==> src/rtl/ika2151_pkg.sv <==
// rtl/ika2151_pkg.sv - shared constants for the IKA2151 timer scheduler
package ika2151_pkg;

    localparam int TC_LOAD_A  = 0;
    localparam int TC_LOAD_B  = 1;
    localparam int TC_IRQEN_A = 2;
    localparam int TC_IRQEN_B = 3;
    localparam int TC_FRST_A  = 4;
    localparam int TC_FRST_B  = 5;
    localparam int TC_W       = 6;

    localparam int TA_W = 10;
    localparam int TB_W = 8;

    localparam int TB_PRESCALE_DEF = 16;

endpackage

==> src/rtl/ika2151_timer_cnt.sv <==
// rtl/ika2151_timer_cnt.sv - preload/increment/overflow up-counter shared by Timer A and B
module ika2151_timer_cnt #(
    parameter int W = 10
) (
    input  logic         i_EMUCLK,
    input  logic         i_MRST_n,
    input  logic         en,
    input  logic         step,
    input  logic         load,
    input  logic [W-1:0] init,
    output logic         ovfl
);

    localparam logic [W-1:0] CNT_MAX = {W{1'b1}};
    localparam logic [W-1:0] CNT_ONE = W'(1);

    logic [W-1:0] cnt;

    // Combinational so the top can register flag/pulse on the same en edge.
    assign ovfl = en & step & load & (cnt == CNT_MAX);

    always_ff @(posedge i_EMUCLK or negedge i_MRST_n) begin
        if (!i_MRST_n) begin
            cnt <= '0;
        end else if (en && step) begin
            if (!load || ovfl) begin
                cnt <= init;
            end else begin
                cnt <= cnt + CNT_ONE;
            end
        end
    end

endmodule

==> src/rtl/ika2151_timer_sched.sv <==
// rtl/ika2151_timer_sched.sv - Timer A/B scheduler: prescaler, status flags, IRQ and CSM overflow pulse
module ika2151_timer_sched
    import ika2151_pkg::*;
#(
    parameter int TB_PRESCALE = TB_PRESCALE_DEF
) (
    input  logic            i_EMUCLK,
    input  logic            i_MRST_n,
    input  logic            i_phi1_PCEN_n,
    input  logic            i_phi1_NCEN_n,
    input  logic            i_CYCLE_31,
    input  logic [7:0]      i_CLKA1,
    input  logic [1:0]      i_CLKA2,
    input  logic [7:0]      i_CLKB,
    input  logic [TC_W-1:0] i_TIMERCTRL,
    input  logic            i_TIMERCTRL_WR,
    output logic            o_TIMERA_FLAG,
    output logic            o_TIMERB_FLAG,
    output logic            o_TIMERA_OVFL,
    output logic            o_IRQ_n
);

    localparam int              PW       = $clog2(TB_PRESCALE);
    localparam logic [PW-1:0]   PRE_LAST = PW'(TB_PRESCALE - 1);
    localparam logic [PW-1:0]   PRE_ONE  = PW'(1);

    logic          en;
    logic          tick;
    logic          btick;
    logic [PW-1:0] presc;
    logic          ovfl_a;
    logic          ovfl_b;
    logic          set_a, set_b;
    logic          clr_a, clr_b;
    logic          flag_a_nx, flag_b_nx;
    logic          unused_pcen;

    assign unused_pcen = i_phi1_PCEN_n;

    assign en    = ~i_phi1_NCEN_n;
    assign tick  = en & i_CYCLE_31;
    assign btick = tick & (presc == PRE_LAST);

    // Free-running sample prescaler; LOAD_B never touches it.
    always_ff @(posedge i_EMUCLK or negedge i_MRST_n) begin
        if (!i_MRST_n) begin
            presc <= '0;
        end else if (tick) begin
            presc <= presc + PRE_ONE;
        end
    end

    ika2151_timer_cnt #(.W(TA_W)) u_timer_a (
        .i_EMUCLK (i_EMUCLK),
        .i_MRST_n (i_MRST_n),
        .en       (en),
        .step     (tick),
        .load     (i_TIMERCTRL[TC_LOAD_A]),
        .init     ({i_CLKA1, i_CLKA2}),
        .ovfl     (ovfl_a)
    );

    ika2151_timer_cnt #(.W(TB_W)) u_timer_b (
        .i_EMUCLK (i_EMUCLK),
        .i_MRST_n (i_MRST_n),
        .en       (en),
        .step     (btick),
        .load     (i_TIMERCTRL[TC_LOAD_B]),
        .init     (i_CLKB),
        .ovfl     (ovfl_b)
    );

    assign set_a = ovfl_a & i_TIMERCTRL[TC_IRQEN_A];
    assign set_b = ovfl_b & i_TIMERCTRL[TC_IRQEN_B];
    assign clr_a = i_TIMERCTRL_WR & i_TIMERCTRL[TC_FRST_A];
    assign clr_b = i_TIMERCTRL_WR & i_TIMERCTRL[TC_FRST_B];

    // Set dominates clear so an overflow coinciding with a reset write is kept.
    assign flag_a_nx = set_a | (o_TIMERA_FLAG & ~clr_a);
    assign flag_b_nx = set_b | (o_TIMERB_FLAG & ~clr_b);

    always_ff @(posedge i_EMUCLK or negedge i_MRST_n) begin
        if (!i_MRST_n) begin
            o_TIMERA_FLAG <= 1'b0;
            o_TIMERB_FLAG <= 1'b0;
            o_IRQ_n       <= 1'b1;
            o_TIMERA_OVFL <= 1'b0;
        end else if (en) begin
            o_TIMERA_FLAG <= flag_a_nx;
            o_TIMERB_FLAG <= flag_b_nx;
            o_IRQ_n       <= ~(flag_a_nx | flag_b_nx);
            if (tick) begin
                o_TIMERA_OVFL <= ovfl_a;
            end
        end
    end

endmodule

==> config.mk <==
export PLATFORM = sky130hd
export DESIGN_NAME = ika2151_timer_sched
export DESIGN_NICKNAME = d
export VERILOG_FILES = /design/src/rtl/ika2151_pkg.sv /design/src/rtl/ika2151_timer_cnt.sv /design/src/rtl/ika2151_timer_sched.sv
export SDC_FILE = /design/constraint.sdc
export NUM_CORES = 1
export LEC_CHECK = 0
export ABC_AREA = 1
export CORE_UTILIZATION = 52
export DETAILED_ROUTE_END_ITERATION = 8
export GPL_TIMING_DRIVEN = 1
export PLACE_DENSITY = 0.88
export RECOVER_POWER = 25
export SLEW_MARGIN = 20
export SYNTH_ARGS = -nofsm -noshare
export SYNTH_HDL_FRONTEND = slang
export SYNTH_SLANG_ARGS = --single-unit
export TNS_END_PERCENT = 50
==> constraint.sdc <==
create_clock -name i_EMUCLK -period 1.9 [get_ports i_EMUCLK]
set_input_delay 0.38 -clock i_EMUCLK [delete_from_list [all_inputs] [get_ports i_EMUCLK]]
set_output_delay 0.38 -clock i_EMUCLK [all_outputs]
set_load 0.01 [all_outputs]
# Word-level counts from Yosys, hierarchy flattened

Cells that the tools add are included.

Register bits: 26
Input port bits: 30
Output and inout port bits: 4

Add/sub/neg operators: 3
Equal/unequal tests: 3
Multiplexer cells: 2
Bitwise logic cells: 21
Reduce and logical (&&, ||, !) cells: 7

Operator list:

| operator                                                        | count |
|---|---|
| 1-bit bitwise AND                                               | 14 |
| 10-bit by 1-bit adder with 10-bit output, second input constant | 1 |
| 10-bit equality test, second input constant                     | 1 |
| 10-bit 2-to-1 mux                                               | 1 |
| 8-bit by 1-bit adder with 8-bit output, second input constant   | 1 |
| 8-bit equality test, second input constant                      | 1 |
| 8-bit 2-to-1 mux                                                | 1 |
| 4-bit by 1-bit adder with 4-bit output, second input constant   | 1 |
| 4-bit equality test, second input constant                      | 1 |
| 1-bit NOT                                                       | 4 |
| 1-bit OR                                                        | 3 |
| 1-bit logical AND                                               | 2 |
| 1-bit logical NOT                                               | 2 |
| 1-bit logical OR                                                | 2 |
| 2-bit AND reduction                                             | 1 |

# Longest topological paths before layout

Word-level depth: 10
Mapped depth: 9

# Modules after synthesis

From an unflattened synthesis, not the netlist that was laid out.

Cell total of the unflattened synthesis: 266
Area, all modules: 1798.0 µm²

By module, submodules not included:

| module                         | times used | cells an instance | area an instance (µm²) |
|---|---|---|---|
| ika2151_timer_cnt at u_timer_a | 1          | 130               | 830.8 |
| ika2151_timer_cnt at u_timer_b | 1          | 89                | 580.6 |
| ika2151_timer_sched            | 1          | 47                | 386.6 |

# Worst setup path before layout

Ideal clock, no wire load.

Path kind: reg2reg
Start: reg u_timer_b.cnt[0]
End: reg u_timer_b.cnt[0]
Setup time: 0.117 ns
Data arrival time: 1.288 ns
Data required time: 1.783 ns
Slack: 0.494 ns
Cell stages (with the launch flop): 9
Clock period less this slack: 1.406 ns
Path through: dfrtp_1 ha_1 nand3_1 inv_1 nand2_1 o21ai_4 nand2_1 nand3_1 nand2_1

Longest elaborated chain between the ends: 4
Elaborated cells on any way between the ends: 5
Those cells by class: add/sub (1); eq/ne (1); mux (1); bitwise (1); reduce/logical (1)

RTL lines:

| item                                                                                           | RTL line                | text |
|---|---|---|
| start: declaration                                                                             | ika2151_timer_cnt.sv:17 | `logic [W-1:0] cnt;` |
| start signal: assignment                                                                       | ika2151_timer_cnt.sv:27 | `cnt <= init;` |
| start signal: assignment                                                                       | ika2151_timer_cnt.sv:29 | `cnt <= cnt + CNT_ONE;` |
| parallel branches: the longest is 3 deep, another holds 8-bit by 1-bit adder with 8-bit output | n/a                     |  |
| 8-bit 2-to-1 mux *                                                                             | ika2151_timer_cnt.sv:26 | `if (!load \|\| ovfl) begin` |

Mark *: on every way between the ends.
A chain may end at the register's enable or synchronous reset.

# Worst setup path after layout

Start: reg o_IRQ_n
End: out o_IRQ_n

RTL lines:

| item                     | RTL line                  | text |
|---|---|---|
| start: declaration       | ika2151_timer_sched.sv:20 | `output logic o_IRQ_n` |
| start signal: assignment | ika2151_timer_sched.sv:91 | `o_IRQ_n <= ~(flag_a_nx \| flag_b_nx);` |

No word-level cell between the ends.

==> impl_results.md <==
- Status: complete, no violations
- Hold Crit Class: reg -> reg
- Crit path required time: 1520 ps
- Iteration-0 DRC Markers: just under 90
- Antenna Cells: 0
- Crit path DAT: 1430 ps
- Antenna Nets Post-Route: 0
- WL/cell: ~11 um
- Share of post-route cells with drive strength above 1: 0.0951
- Most common cell after layout, fill and taps aside: nand2_1
- Syn_nets: 295
- LEAKAGE: 1.14 nW
- Drt first pass iters: 4
- Buffers & Inverters on Critical Path: 1
- Yosys Warn Count: 0
- Netlist cell types: 27
- Num CTS Buffers: 3
- Clock tree buffer depth: 2
- Post-Syn Area: roughly 1800 um2
- GP Congestion: 0.943
- Die width: about 60 um
- Seq cells post-synth: 26
- Global-route wire length before repair: 6390 um
- Sequence of cells on the critical path: clkdlybuf4s50_1
- Max Fclk: 552 MHz
- Initial antenna violation count: 0
- Total wire length: 3740 um
- Crit path kind: reg -> out
- CTS H-tree depth: 1
- Placed wire-length estimate: 2880 um
- Slowest-stage cell, CP: dfstp_2
- CTS tree: yes
- Final worst slack: around 90 ps
- Core ar.: around 3100 um2
- Slew headroom: 0.566
- CP top delay family: flip-flops
- Crit-path max FO: 2
- Post-synthesis sequential area ratio: 0.370
- Fin crit period: 1810 ps
- Endpoints failing setup: 0
- VDD IR-drop max: 0.632 mV
- Die area: roughly 3600 um2
- Die H: approximately 60 um
- Post-place setup slack: 2.06 ps
- Initial Util: 0.564
- Hold buffers post-CTS: 0
- GRT Total Usage: 0.238
- Syn avg cell area: 6.73 um2
- Fin. Hold Viols: 0
- Via/cell ratio: 4.95
- Slew Viols, Final: 0
- Clk_lat worst skew: 340 ps
- Max-Cap Viols: 0
- Startpoint types: register
- Setup bufs post-CTS: 0
- Worst-path clk slew: 150 ps
- Layout area overhead: 27.5%
- Fraction of the cycle the final worst path needs: 0.953
- Row Count: 20
- RSZ-0062 raised after global routing: no
- Vias in the first global route: 1624
- Final layout net count: 339
- Actual slew at the worst max-slew pin: 650 ps
- Power Dens Cells: about 850 nW/um2
- Clk sink count: 26
- Setup TNS: 0 ps
- Largest net degree at the start of global routing: 27
- Ports: 34
- Most frequent cells in the layout: 105 x nand2_1, 35 x inv_1, 31 x nand3_1, 31 x clkdlybuf4s50_1, 25 x dfrtp_1
- Total gr overflow: 0
- Drt drc: 0
- Port bufs: 32
- Via count: 1729
- Synth Instances: 262
- Clk_skew: around 5.5 ps
- Root Buffer: clkbuf_4
- CP peak stage delay: about 560 ps
- Post-CTS sizing: 0
- Utilization after layout: 0.718
- Worst Setup End Kind: output pin
## cells by family after synthesis
| kind of cell | share of synthesized area |
|---|---|
| adder cells (fa/ha/maj) | 0.0213 |
| flip-flops | 0.370 |
| AO/OA/AOI/OAI | 0.0561 |
| AND/OR/NAND/NOR | 0.425 |
| buffers and inverters | 0.0880 |
| XOR/XNOR | 0.0397 |
## synthesized netlist by cell type, drive strengths merged
| master | n | share of area |
|---|---|---|
| dfstp | 1 | 0.015 |
| ha | 3 | 0.021 |
| nor2 | 26 | 0.071 |
| nand2 | 108 | 0.24 |
| a21oi | 4 | 0.013 |
| a31oi | 3 | 0.011 |
| inv | 37 | 0.079 |
| o21a | 1 | 0.0043 |
| xnor2 | 4 | 0.020 |
| nand3b | 2 | 0.0085 |
| dfrtp | 25 | 0.35 |
| nand3 | 32 | 0.098 |
| nand4 | 3 | 0.011 |
| clkbuf | 1 | 0.0021 |
| xor2 | 4 | 0.020 |
| a22oi | 1 | 0.0071 |
| o21ai | 5 | 0.021 |
| buf | 2 | 0.0071 |
## worst reg2reg max path, delay by kind of cell (launching register included)
kind	cells	cell delay, ps
AOI/OAI and AO/OA	1	240
adders and majority gates	1	270
buffers and inverters	1	100
DFF	1	470
and+or+nand+nor	5	500
## layout make-up
class	count	area, um2
Multi-Input combinational cell	196	956
Fill cell	264	881
Sequential cell	26	652
Timing Repair Buffer	42	393
Inverter	37	139
Tap cell	44	55.1
Clock inverter	1	30.0
Clock buffer	3	22.5
## sequential cells by signal (all words and copies together), names as in the netlist
signal	count
u_timer_a.cnt	10
o_TIMERA_OVFL	1
o_IRQ_n	1
presc	4
u_timer_b.cnt	8
o_TIMERA_FLAG	1
o_TIMERB_FLAG	1
## metrics by stage
stage                     hold WS [ps]  total power (W)  cell area (um2)  instances
after CTS                          397          0.00192             2250        349
after detailed placement           478          0.00152             2200        345
after global placement             475          0.00149             2200        345
after floorplan                   84.4          0.00130             1760        262
final                              515          0.00190             2250        349
after global routing               534          0.00205             2250        349
## final timing paths
check | from | end | slack [ps] | cells after the start
max in group asynchronous | i_MRST_n | u_timer_a.cnt[4] | 900 | 2
worst max register to register | u_timer_b.cnt[0] | u_timer_b.cnt[1] | 220 | 8
min in group asynchronous | i_MRST_n | u_timer_b.cnt[7] | 580 | 2
worst min-delay path | o_IRQ_n | o_IRQ_n | 510 | 2
worst min register to register | o_IRQ_n | o_IRQ_n | 510 | 2
worst max-delay path | o_IRQ_n | o_IRQ_n | 90 | 1
## report_power, final
group / switching [W] / total, W / internal (W)
combinational: 0.000304 / 0.000595 / 0.000291
clock: 0.000177 / 0.000391 / 0.000214
sequential: 0.000196 / 0.000916 / 0.000720
## per-layer routing
metal  global-route usage  wire (um)  share of wire
met1                0.266       1650           0.44
met2                0.427       1880           0.50
met3               0.0476        138          0.037
met4                0.110         74          0.020
met5                    0          0              0
Power figures use the tool's default switching activity.
